==> src/rtl/alu_seq.sv <==
// Registered ALU with a valid/ready handshake on both sides.
// Single-cycle ops finish in one cycle; MUL is a fixed-latency shift-add over WIDTH cycles.
module alu_seq #(
  parameter int unsigned WIDTH = 16,
  parameter int unsigned CNT_W = $clog2(WIDTH) + 1
) (
  input  logic             clk,
  input  logic             reset,
  input  logic             in_valid,
  output logic             in_ready,
  input  logic [WIDTH-1:0] Ain,
  input  logic [WIDTH-1:0] Bin,
  input  logic [2:0]       ALUop,
  output logic [WIDTH-1:0] out,
  output logic             out_valid,
  input  logic             out_ready,
  output logic             Z,
  output logic             N,
  output logic             V
);

  localparam logic [1:0] S_IDLE = 2'd0;
  localparam logic [1:0] S_MUL  = 2'd1;
  localparam logic [1:0] S_DONE = 2'd2;

  localparam logic [2:0] OP_ADD  = 3'b000;
  localparam logic [2:0] OP_SUB  = 3'b001;
  localparam logic [2:0] OP_AND  = 3'b010;
  localparam logic [2:0] OP_NOT  = 3'b011;
  localparam logic [2:0] OP_OR   = 3'b100;
  localparam logic [2:0] OP_XOR  = 3'b101;
  localparam logic [2:0] OP_MUL  = 3'b110;
  localparam logic [2:0] OP_PASS = 3'b111;

  localparam int unsigned MSB = WIDTH - 1;

  logic [1:0]       state_q, state_d;
  logic [WIDTH-1:0] out_q, out_d;
  logic             z_q, z_d;
  logic             n_q, n_d;
  logic             v_q, v_d;
  logic             out_valid_q, out_valid_d;
  logic [WIDTH-1:0] mcand_q, mcand_d;
  logic [WIDTH-1:0] mplier_q, mplier_d;
  logic [WIDTH-1:0] acc_q, acc_d;
  logic [CNT_W-1:0] cnt_q, cnt_d;

  logic [WIDTH-1:0] alu_res;
  logic             alu_v;
  logic [WIDTH-1:0] acc_sum;

  // Single-cycle datapath on the live operands; only used on the accept edge.
  always_comb begin
    alu_res = '0;
    alu_v   = 1'b0;
    case (ALUop)
      OP_ADD: begin
        alu_res = Ain + Bin;
        alu_v   = (Ain[MSB] == Bin[MSB]) && (alu_res[MSB] != Ain[MSB]);
      end
      OP_SUB: begin
        alu_res = Ain - Bin;
        alu_v   = (Ain[MSB] != Bin[MSB]) && (alu_res[MSB] != Ain[MSB]);
      end
      OP_AND:  alu_res = Ain & Bin;
      OP_NOT:  alu_res = ~Bin;
      OP_OR:   alu_res = Ain | Bin;
      OP_XOR:  alu_res = Ain ^ Bin;
      OP_PASS: alu_res = Ain;
      default: alu_res = '0;
    endcase
  end

  assign acc_sum = mplier_q[0] ? (acc_q + mcand_q) : acc_q;

  // Next-state and register-load decode.
  always_comb begin
    state_d  = state_q;
    out_d    = out_q;
    z_d      = z_q;
    n_d      = n_q;
    v_d      = v_q;
    mcand_d  = mcand_q;
    mplier_d = mplier_q;
    acc_d    = acc_q;
    cnt_d    = cnt_q;

    case (state_q)
      S_IDLE: begin
        if (in_valid) begin
          if (ALUop == OP_MUL) begin
            mcand_d  = Ain;
            mplier_d = Bin;
            acc_d    = '0;
            cnt_d    = '0;
            state_d  = S_MUL;
          end else begin
            out_d   = alu_res;
            z_d     = (alu_res == '0);
            n_d     = alu_res[MSB];
            v_d     = alu_v;
            state_d = S_DONE;
          end
        end
      end
      S_MUL: begin
        acc_d    = acc_sum;
        mcand_d  = mcand_q << 1;
        mplier_d = mplier_q >> 1;
        cnt_d    = cnt_q + CNT_W'(1);
        // Last of WIDTH iterations: no early exit so latency stays fixed.
        if (cnt_q == CNT_W'(WIDTH - 1)) begin
          out_d   = acc_sum;
          z_d     = (acc_sum == '0);
          n_d     = acc_sum[MSB];
          v_d     = 1'b0;
          state_d = S_DONE;
        end
      end
      S_DONE: begin
        if (out_ready) begin
          state_d = S_IDLE;
        end
      end
      default: state_d = S_IDLE;
    endcase

    out_valid_d = (state_d == S_DONE);
  end

  always_ff @(posedge clk) begin
    if (reset) begin
      state_q     <= S_IDLE;
      out_q       <= '0;
      z_q         <= 1'b0;
      n_q         <= 1'b0;
      v_q         <= 1'b0;
      out_valid_q <= 1'b0;
      mcand_q     <= '0;
      mplier_q    <= '0;
      acc_q       <= '0;
      cnt_q       <= '0;
    end else begin
      state_q     <= state_d;
      out_q       <= out_d;
      z_q         <= z_d;
      n_q         <= n_d;
      v_q         <= v_d;
      out_valid_q <= out_valid_d;
      mcand_q     <= mcand_d;
      mplier_q    <= mplier_d;
      acc_q       <= acc_d;
      cnt_q       <= cnt_d;
    end
  end

  assign in_ready  = (state_q == S_IDLE);
  assign out       = out_q;
  assign Z         = z_q;
  assign N         = n_q;
  assign V         = v_q;
  assign out_valid = out_valid_q;

endmodule

==> config.mk <==
export PLATFORM = sky130hd
export DESIGN_NAME = alu_seq
export DESIGN_NICKNAME = d
export VERILOG_FILES = /design/src/rtl/alu_seq.sv
export SDC_FILE = /design/constraint.sdc
export NUM_CORES = 1
export LEC_CHECK = 0
export CAP_MARGIN = 20
export CORE_ASPECT_RATIO = 1.5
export CORE_MARGIN = 3
export CORE_UTILIZATION = 50
export DETAILED_ROUTE_END_ITERATION = 6
export PLACE_DENSITY = 0.67
export RECOVER_POWER = 50
export SYNTH_ARGS = -nofsm -noshare
export SYNTH_HDL_FRONTEND = slang
export SYNTH_SLANG_ARGS = --single-unit
==> constraint.sdc <==
create_clock -name clk -period 6.15 [get_ports clk]
set_input_delay 1.845 -clock clk [delete_from_list [all_inputs] [get_ports clk]]
set_output_delay 1.845 -clock clk [all_outputs]
set_load 0.005 [all_outputs]
---- After elaboration in Yosys (flattened, before gate mapping) ----
Index checks and enable logic that the tools add are counted.
cells by class
  reduce and logical (&&, ||, !) cells .... 9
  bitwise logic cells ..................... 4
  multipliers ............................. 0
  order comparisons ....................... 0
  eq/ne operators ......................... 19
  multiplexer cells ....................... 36
  shift-type cells ........................ 0
  add/sub/neg operators ................... 4
  div/mod/pow operators ................... 0
operator list
  operator               count
  $mux W16               10
  $pmux W16 S2           4
  $pmux W16 S7           1
  $add A16 B16 Y16       2
  $logic_not A16 Y1      2
  $and A16 B16 Y16       1
  $not A16 Y16           1
  $or A16 B16 Y16        1
  $sub A16 B16 Y16       1
  $xor A16 B16 Y16       1
  $eq A3 B3 Y1 const B   4
  $mux W5                2
  $pmux W5 S2            1
  $mux W1                9
  $mux W2                4
  $pmux W1 S2            4
  $eq A3 B2 Y1 const B   2
  $ne A2 B2 Y1 const B   3
  $pmux W2 S3            1
  $add A5 B1 Y5 const B  1
  $eq A5 B4 Y1 const B   1
  $eq A2 B2 Y1 const B   2
  $reduce_and A4 Y1      1
  $eq A3 B1 Y1 const B   1
  9 further kinds        12
storage, ports and cells
  bits of input ports ..................... 39
  bits in writable memories ............... 0
  logic and storage cells ................. 82
  memory bits (read-only) ................. 0
  memories kept ........................... 0
  register bits after elaboration ......... 75
  latch bits .............................. 0

---- Depth between registers and ports, before layout ----
  depth after elaboration ................. 7
  gate-level depth with buffers ........... 13
  depth with buffers taken out ............ 13

---- Least setup slack after synthesis ----
No wires, ideal clock.
  kind .................................... in2reg
  start point ............................. input port Ain[0]
  end point ............................... register z_q, in the netlist Z
  stages .................................. 13
  buffers on the path ..................... 0
  slack ................................... 1799 ps
  library setup time ...................... 60 ps
  arrival time ............................ 4291 ps
  cells stage by stage .................... inv_1 ha_1 inv_1 fa_1 nor2b_1 o311a_1 o221a_2 a311o_1 nor3b_1 a211oi_2 o2111a_1 a41oi_1 nand2_1
on the way
  word-level cells in the longest chain between the ends .. 6
  elaborated cells on any way between the ends .. 10
  classes of those cells .................. add/sub (2); mux (4); bitwise (3); reduce/logical (1)
RTL lines
  what                                      line  text
  from (decl)                               11    input logic [WIDTH-1:0] Ain,
  $sub A16 B16 Y16 (tied with other cells)  62    alu_res = Ain - Bin;
  $pmux W16 S7 *                            56    case (ALUop)
  $logic_not A16 Y1 *                       99    z_d = (alu_res == '0);
  $mux W1 *                                 91    if (ALUop == OP_MUL) begin
  $mux W1 *                                 90    if (in_valid) begin
  $pmux W1 S2 *                             88    case (state_q)
  to (signal assigned)                      146   z_q <= z_d;
  to (decl)                                 39    logic z_q, z_d;
Mark *: on every way between the ends. The rest lies on a longest branch, timed or not. The select of a mux whose other input is x is not followed.
A chain may end at the register's enable or synchronous reset.

---- Worst setup path in the final report ----
  start point ............................. input port Ain[0]
  end point ............................... register out_q[14], in the netlist out[14]
on the way
  word-level cells in the longest chain between the ends .. 5
  elaborated cells on any way between the ends .. 6
  classes of those cells .................. add/sub (2); mux (4)
RTL lines
  what                                                  line    text
  $sub A16 B16 Y16 or $add A16 B16 Y16 (tied branches)  62, 58
  $pmux W16 S7 *                                        56
  $mux W16 *                                            91
  $mux W16 *                                            90
  $pmux W16 S2 *                                        88
  to (signal assigned)                                  145     out_q <= out_d;
  to (decl)                                             38      logic [WIDTH-1:0] out_q, out_d;
Marked as above.

==> flow_summary.json <==
{
  "status": "completed",
  "skew_ns": 0.01311,
  "post-cts-setup-buffers": 0,
  "cp.depth": 14,
  "crit-reg2reg-capture": "Z",
  "drt-initial-drc-count": 529,
  "hpwl_um": 16960,
  "path_class": "primary input to flip-flop",
  "antenna_found_initial": 0,
  "rrSetupSlack_ns": 3.21,
  "routed_wl_um": 22770,
  "clockBufferDepth": 2,
  "clkTransAtPathRegs_ns": 0.07,
  "p_per_area_nw_per_um2": 195.2,
  "postRouteAntennaNets": 0,
  "globalplace.congestion": 1.053,
  "drc": 0,
  "min_to": "out[8]",
  "slowest_delay_ns": 0.50,
  "drtPass1Iterations": 5,
  "crit_family": "compound AO/OA/AOI/OAI gates",
  "synth_top_family_by_area": "compound AO/OA/AOI/OAI gates",
  "finalHoldViolations": 0,
  "diodes": 0,
  "fin_crit_sh": 0.8134,
  "synthMostInstantiatedCell": "nand2_1",
  "ir_worst_vdd_mv": 0.1180,
  "die_area_um2": 15560,
  "rows": 52,
  "hp-start": "out[8]",
  "path_cells": "clkdlybuf4s50_1, inv_1, ha_1, inv_1, fa_1, nor2b_1, o311a_1, o311ai_0, a31oi_1, a211oi_1, xor2_1, a211oi_1, a211o_1, a21oi_1",
  "r2r_start": "mcand_q[0]",
  "synth_area_leader_cell": "dfxtp_1",
  "synth-seq-area-share": 0.2105,
  "synth-compound-area-share": 0.2724,
  "synth_edf_count": 0,
  "yosys.area_share.simple": 0.2489,
  "cp_slowest_cell": "clkdlybuf4s50_1",
  "crit_arrival_ns": 5.26,
  "drive_gt1_frac": 0.07085,
  "vias_per_cell": 6.290,
  "endpoint_kind": "flip-flop",
  "hold_depth": 2,
  "clock-root-buffer": "clkbuf_16",
  "yosysWarnings": 0,
  "setup.worst_path.start_class": "primary input",
  "dp_slack_ns": 0.8678,
  "syn_avg_cell_area_um2": 7.316,
  "nets": 1092,
  "overflow": 0,
  "synthArstFlopShare": 0,
  "setup_tns_ns": 0,
  "place.port_buffers": 59,
  "synth_flop_cell": "dfxtp_1",
  "cp.buffers_inverters": 3,
  "synth_area_um2": 7038,
  "synth_xor_area_frac": 0.02364,
  "ys_ff_latch": 74,
  "synth_top_cell_area_share": 0.2105,
  "syn_nets": 1071,
  "die_h_um": 151.3,
  "core-area_um2": 13660,
  "synth.distinct_cells": 83,
  "floorplan.initialDensity": 0.5151,
  "hp-class": "flip-flop to flip-flop",
  "htree_num_levels": 3,
  "first_global_vias": 6744,
  "setup_slack_ns": 1.148,
  "grt_pass1_wl_um": 35570,
  "worst_pin_slew_ns": 1.336,
  "yosys.area_share.adder": 0.1276,
  "track_usage": 0.2933,
  "wl_per_cell_um": 19.80,
  "setup_viol": 0,
  "grt_max_degree": 74,
  "vias": 7233,
  "clk_latency_ns": 0.34,
  "yosys-mux-area-fraction": 0.04142,
  "crit_fanout": 4,
  "syn_inst": 962,
  "fin_crit_ns": 5.002,
  "rsz0062_at_grt": "no",
  "fill_cells": 1357,
  "syn_to_final_growth_pct": 13.32,
  "synth_area_leaders": "dfxtp_1 21%, ha_1 12%, nand2_1 7.1%, a21oi_1 5.6%, nor2_1 5.3%",
  "io_pins": 60,
  "cts_sinks": 74,
  "drv_cap": 0,
  "cts_tree": "yes",
  "synth_common_cells": "134 x nand2_1, 99 x nor2_1, 79 x a21oi_1",
  "reg2reg_depth": 11,
  "cts_resized": 0,
  "leakagePower_nw": 3.301,
  "clock.fmax_mhz": 199.9,
  "die_w_um": 102.9,
  "required_ns": 6.40,
  "cts-hold-fix-buffers": 0,
  "slew_headroom": 0.1094,
  "final_max_slew_viol_count": 0,
  "numCtsBuffers": 9
}
[metal layers]
metal  share of wire  vias to the layer above  global-route usage
met2            0.51                      235              0.5129
met1            0.40                     3417              0.3556
met3           0.045                       62             0.03456
met4           0.044                        0              0.1283
li1                -                     3519                   -
met5               0                        -                   0
[kinds of logic (layout without fill, tap and decap cells)]
| group | Yosys count | count (layout) |
|---|---|---|
| xor gates and xnor gates | 19 | 19 |
| and+or+nand+nor | 371 | 371 |
| muxes | 28 | 28 |
| adders and majority gates | 70 | 70 |
| AOI/OAI and AO/OA | 279 | 279 |
| buffers and inverters | 121 | 147 |
| DFF | 74 | 74 |
[stage by stage]
| step | utilization | instances | power [mW] | area, µm² | hold slack (ns) |
|---|---|---|---|---|---|
| 2_1_floorplan | - | 962 | 0.8187 | 7038 | 0.4462 |
| 3_3_place_gp | 0.5601 | 1134 | 0.9627 | 7652 | 0.4431 |
| 3_5_place_dp | 0.5601 | 1134 | 0.9634 | 7652 | 0.4481 |
| 4_1_cts | 0.5845 | 1150 | 1.562 | 7986 | 0.4575 |
| 5_1_grt | 0.5837 | 1150 | 1.624 | 7975 | 0.4790 |
| 6_report | 0.5837 | 1150 | 1.557 | 7975 | 0.4515 |
[area by class of cell]
cell class / count / area [µm²] / area share
Clock buffer: 10 / 239.0 / 0.02997
Clock inverter: 6 / 95.09 / 0.01192
Inverter: 52 / 195.2 / 0.02447
Multi-Input combinational cell: 767 / 5035 / 0.6313
Sequential cell: 74 / 1481 / 0.1858
Tap cell: 162 / 202.7 / 0.02542
Timing Repair Buffer: 79 / 726.9 / 0.09115
[tightest hold or removal path, stage by stage (launching register included)]
cell and delay (ns):
dfxtp_1 0.31, nand2_1 0.05, a21oi_1 0.05
[power breakdown]
group / internal (mW) / switching, mW / total [mW]
Combinational: 0.175 / 0.259 / 0.434
Sequential: 0.502 / 0.0197 / 0.522
Clock: 0.372 / 0.229 / 0.601
[flip-flops by register name, indices dropped and copies added (netlist names)]
register   cells
out_valid      1
Z              1
V              1
acc_q         16
out           16
cnt_q          5
mplier_q      16
mcand_q       16
state_q        2
[layout by cell type (no fill, tap or decap), types with 13 or more instances in the layout]
cell             count
a21oi_1             79
nand2b_1            16
mux2i_1             19
ha_1                67
buf_4               19
nor2_1              99
nand3_1             16
nor3_1              27
inv_1               52
a311oi_1            30
dfxtp_1             74
a31oi_1             13
nand2_1            134
a211oi_1            13
clkdlybuf4s50_1     35
o21ai_0             42
dlygate4sd3_1       22
[how the worst max path moves through the flow]
stage              from      endpoint  slack [ns]
3_3_place_gp     Ain[0]       out[14]        0.88
6_report         Ain[0]       out[14]        1.15
3_5_place_dp     Ain[0]       out[14]        0.87
4_1_cts          Ain[0]       out[14]        1.19
5_1_grt        ALUop[1]  mplier_q[10]        0.96
2_1_floorplan    Ain[0]             Z        1.80
No activity file was read; power rests on OpenSTA's default activity.
